`src/rtl/steer_pkg.sv`:
```
// Shared types for the quadrature steering emulator: FSM states and Gray phase stepping.
package steer_pkg;

    typedef enum logic [1:0] {
        IDLE  = 2'd0,
        RUN_R = 2'd1,
        RUN_L = 2'd2
    } state_t;

    // Phase constants as {A,B}
    localparam logic [1:0] PH_00 = 2'b00;
    localparam logic [1:0] PH_10 = 2'b10;
    localparam logic [1:0] PH_11 = 2'b11;
    localparam logic [1:0] PH_01 = 2'b01;

    // Right turn: A leads B
    function automatic logic [1:0] phase_cw(input logic [1:0] ph);
        case (ph)
            PH_00:   phase_cw = PH_10;
            PH_10:   phase_cw = PH_11;
            PH_11:   phase_cw = PH_01;
            default: phase_cw = PH_00;
        endcase
    endfunction

    function automatic logic [1:0] phase_ccw(input logic [1:0] ph);
        case (ph)
            PH_00:   phase_ccw = PH_01;
            PH_01:   phase_ccw = PH_11;
            PH_11:   phase_ccw = PH_10;
            default: phase_ccw = PH_00;
        endcase
    endfunction

endpackage

```
`src/rtl/steer_rate_ctr.sv`:
```
// Step-period counter with acceleration: period shrinks by ACCEL_STEP per step down to DIV_MIN.
module steer_rate_ctr
    import steer_pkg::*;
#(
    parameter int DIV_MAX    = 45000,
    parameter int DIV_MIN    = 9000,
    parameter int ACCEL_STEP = 1500
) (
    input  logic        clk,
    input  logic        reset,
    input  logic        load,
    input  logic        run,
    input  logic        step,
    output logic [15:0] period,
    output logic        step_due
);

    logic [15:0] r_cnt;
    logic [15:0] r_period;
    logic [16:0] w_dec;
    logic [15:0] w_next_period;

    // Bit 16 set means the subtraction went below zero
    assign w_dec = {1'b0, r_period} - 17'(ACCEL_STEP);
    assign w_next_period = (w_dec[16] || (w_dec[15:0] < 16'(DIV_MIN))) ? 16'(DIV_MIN) : w_dec[15:0];

    assign step_due = (r_cnt == r_period - 16'd1);
    assign period   = r_period;

    always_ff @(posedge clk) begin
        if (reset || load || !run) begin
            r_cnt    <= '0;
            r_period <= 16'(DIV_MAX);
        end else if (step) begin
            r_cnt    <= '0;
            r_period <= w_next_period;
        end else begin
            r_cnt    <= r_cnt + 16'd1;
        end
    end

endmodule

```
`src/rtl/steer_quad_accel.sv`:
```
// Turns left/right steering levels into an accelerating quadrature pair, like a rotary encoder.
module steer_quad_accel
    import steer_pkg::*;
#(
    parameter int DIV_MAX    = 45000,
    parameter int DIV_MIN    = 9000,
    parameter int ACCEL_STEP = 1500
) (
    input  logic        CLK,
    input  logic        reset,
    input  logic        c_left,
    input  logic        c_right,
    output logic        steerA,
    output logic        steerB,
    output logic        step_o,
    output logic        dir_o,
    output logic [15:0] period_o
);

    logic        r_l_q;
    logic        r_r_q;
    state_t      r_state;
    logic [1:0]  r_phase;
    logic        r_step;
    logic        r_dir;

    state_t      w_next;
    logic        w_stay;
    logic        w_load;
    logic        w_step;
    logic        w_step_due;
    logic [15:0] w_period;

    always_comb begin
        w_next = IDLE;
        case ({r_l_q, r_r_q})
            2'b01:   w_next = RUN_R;
            2'b10:   w_next = RUN_L;
            default: w_next = IDLE;
        endcase
    end

    // A step only fires when the run continues; release or reversal on the due edge wins
    assign w_stay = (r_state != IDLE) && (w_next == r_state);
    assign w_load = (w_next != IDLE) && !w_stay;
    assign w_step = w_stay && w_step_due;

    steer_rate_ctr #(
        .DIV_MAX    (DIV_MAX),
        .DIV_MIN    (DIV_MIN),
        .ACCEL_STEP (ACCEL_STEP)
    ) u_rate (
        .clk      (CLK),
        .reset    (reset),
        .load     (w_load),
        .run      (w_stay),
        .step     (w_step),
        .period   (w_period),
        .step_due (w_step_due)
    );

    always_ff @(posedge CLK) begin
        if (reset) begin
            r_l_q   <= 1'b0;
            r_r_q   <= 1'b0;
            r_state <= IDLE;
            r_phase <= PH_00;
            r_step  <= 1'b0;
            r_dir   <= 1'b0;
        end else begin
            r_l_q   <= c_left;
            r_r_q   <= c_right;
            r_state <= w_next;
            r_step  <= w_step;
            if (w_step) begin
                r_dir   <= (r_state == RUN_R);
                r_phase <= (r_state == RUN_R) ? phase_cw(r_phase) : phase_ccw(r_phase);
            end
        end
    end

    assign steerA   = r_phase[1];
    assign steerB   = r_phase[0];
    assign step_o   = r_step;
    assign dir_o    = r_dir;
    assign period_o = w_period;

endmodule

```
`config.mk`:
```
export PLATFORM = sky130hd
export DESIGN_NAME = steer_quad_accel
export DESIGN_NICKNAME = d
export VERILOG_FILES = /design/src/rtl/steer_pkg.sv /design/src/rtl/steer_rate_ctr.sv /design/src/rtl/steer_quad_accel.sv
export SDC_FILE = /design/constraint.sdc
export NUM_CORES = 1
export LEC_CHECK = 0
export CAP_MARGIN = 20
export CORE_MARGIN = 2
export CORE_UTILIZATION = 52
export DETAILED_ROUTE_END_ITERATION = 16
export PLACE_DENSITY_LB_ADDON = 0.12
export SYNTH_ARGS = -nofsm -noshare
export SYNTH_HDL_FRONTEND = slang
export SYNTH_SLANG_ARGS = --single-unit
```
`constraint.sdc`:
```
create_clock -name CLK -period 3.6 [get_ports CLK]
set_clock_uncertainty 0.2 [all_clocks]
set_input_delay 0.54 -clock CLK [delete_from_list [all_inputs] [get_ports CLK]]
set_output_delay 0.54 -clock CLK [all_outputs]
set_load 0.02 [all_outputs]
```
==> impl_results.md <==
* Die width at 73.53 um
* Fin. Hold Viols at 0
* Final min period at 3.365 ns
* Clk root buf: clkbuf_8
* Number of global-route vias before repair at 2,152
* Gate Count Post-Synth at 320
* Critical Path Source Type: flip-flop
* Via/cell ratio at just over 6
* Initial antenna violation count at 0
* Peak VDD IR at about 0.25 mV
* Cell Rows at 25
* P&R area growth vs syn at 14.58%
* Slew @ Worst Pin at approximately 0.74 ns
* WP data arrival at about 3.4 ns
* Die height at approximately 74 um
* Post-CTS setup-driven buffer insertion count at 0
* Hold Worst Slack at between 0.2 and 0.25 ns
* Setup TNS at 0 ns
* Fraction of layout cells with a size suffix above 1 at under 10%
* Largest area contributor in the netlist: dfxtp_1
* Port bufs at 21
* Largest net degree at the start of global routing at 18
* Main flop type after synthesis: dfxtp_1
* Die area at 5406 sq um
* Nets@finish at approximately 350
* First-pass GRT wire length at between 10,000 and 15,000 um
* Power Density at between 200 and 300 nW/um^2
* Leakage at slightly above 0.001 uW
* CTS Buf Count at 5
* Worst-path clk slew at 0.08 ns
* Register area share after synthesis at 30.26%
* Core ar. at around 4700 sq um
* Status: completed
* Async set or reset register ratio after synthesis at 0%
* WP data required at about 3.6 ns
* #FFs+latches synth at 38
* Clock Path Buffers at 2
* Yosys warnings at 0
* Post-Syn Area at between 2000 and 3000 sq um
* Placer Congestion at around 0.92
* Kind of critical path: reg2reg
* Post-Syn Area per Cell at 7.855 sq um
* Vias at around 2,400
* Num ports at 24
* Grt ovf at 0
* H-tree levels at 2
* Clock net sink count at 38
* Antenna-violating nets left at 0
* Worst setup EP type: flip-flop
* N_diodes at 0
* Post-synth EDFFs at 0
* Drt total wl at between 6000 and 7000 um
* Max-capacitance violation count at 0
* Initial cell density of the core at approximately 54%
* CP Max Fanout at 10
* Number of remaining DRC errors at 0
* Maximum clock rate at around 0.30 GHz
* Final HPWL from detailed placement at 4728 um
* Skew-Pair Late Insertion Delay at 0.29 ns
* CTS tree: yes
* Hold Path Class: reg2reg
* DR pass1 iterations at 5
* Netlist cell types at 57
* Slew Viols, Final at 0
* GRT Resource Usage Total at 25.22%
* Period utilization at a little over 90%
* Most frequent cells in the layout: 38 x nor2_1, 38 x dfxtp_1, 21 x clkdlybuf4s50_1
* First DRT Iteration DRCs at 276
* CTS Hold Bufs at 0
* Drt wl/cell at about 17 um
* Setup violations, final at 0
* Top cells by area, synth: dfxtp_1 30%, xnor2_1 6.6%, xor2_1 6.6%
* Synth top area share at approximately 30%
* Slew headroom at roughly half
* Unrepaired setup endpoints after global routing: no
## metal layers
| layer | GRT usage, % | wire length [um] |
|---|---|---|
| met1 | 34.42 | 3046 |
| met2 | 39.98 | 2938 |
| met3 | 5.898 | 447 |
| met4 | 6.465 | 84 |
| met5 | 0 | 0 |
## state kept, by name, summed over array words and instances (netlist names)
name and cells:
u_rate.r_cnt 16, u_rate.period 14, r_phase 2, r_state 2
dir_o 1, r_l_q 1, r_r_q 1, step_o 1
## stage by stage
step                      setup slack [ns]  utilization, %  area (sq um)  power, uW  instances
after floorplan                     0.1166               -          2517      442.6        321
after global placement              0.3403           59.57          2795      445.6        385
after detailed placement            0.2480           59.57          2795      445.9        385
after CTS                           0.1903           61.25          2874      724.3        392
after global routing               0.03503           61.39          2880      745.2        392
final                               0.2349           61.39          2880      721.1        392
## worst max-delay path: stages, from the launching register on
cell and delay [ns]:
dfxtp_1 0.43, inv_1 0.11, ha_2 0.32, or2_2 0.30
o32ai_1 0.18, a211oi_1 0.11, o41ai_1 0.37, buf_4 0.18
a221o_1 0.16, nand3_1 0.33, a21o_1 0.29, a221o_1 0.28
## final timing paths
path | from | to | slack (ns) | depth (start not counted)
max reg2reg | u_rate.period[2] | u_rate.period[10] | 0.23 | 11
min reg2reg | r_l_q | r_state[0] | 0.25 | 1
max | u_rate.period[2] | u_rate.period[10] | 0.23 | 11
min | r_l_q | r_state[0] | 0.25 | 1
## repair_timing
item	in CTS	in global routing
setup endpoints to repair	0	1
gates resized for setup	0	2
endpoints found under the hold margin	0	0
## report_power, final
part           switching [uW]  total [uW]  leakage (uW)  internal [uW]
Combinational            6.83        12.4      0.000677           5.53
Clock                     155         285     0.0000438            130
Sequential               1.51         424      0.000307            422
Total                     163         721       0.00103            558
## cell usage after synthesis, types with 2 or more instances
library cell / number
dfxtp_1: 38
nor2_1: 38
nand2_1: 19
nand3_1: 19
xnor2_1: 19
xor2_1: 19
clkbuf_1: 16
a21o_1: 10
a21oi_1: 10
nor3_1: 10
a31oi_1: 9
and3_1: 9
inv_1: 9
nand4_1: 6
o21ai_0: 6
a211oi_1: 5
a221o_1: 4
buf_1: 4
ha_1: 4
nor2b_1: 4
o211ai_1: 4
or2_2: 4
and2_1: 3
buf_2: 3
nor4_1: 3
o21a_1: 3
o41ai_1: 3
or3_1: 3
a21boi_0: 2
a311oi_1: 2
buf_4: 2
mux2i_1: 2
o21bai_1: 2
o31ai_1: 2
or4_1: 2
## area by class of cell
type | count | area (sq um)
tap | 54 | 67.56
inverter | 10 | 37.54
clock inverter | 2 | 10.01
fill | 428 | 1812
sequential | 38 | 760.7
timing repair buffer | 35 | 319.1
multi-input combinational | 248 | 1617
clock buffer | 5 | 68.82
## kinds of logic after synthesis
family	synth area share, %
buf+inv	5.674
other cells	0.1492
xor+xnor	13.24
compound gates	21.30
flops	30.26
simple gates	26.58
mux	0.7964
fa+ha+maj	1.991
(Power assumes the default switching activity.)
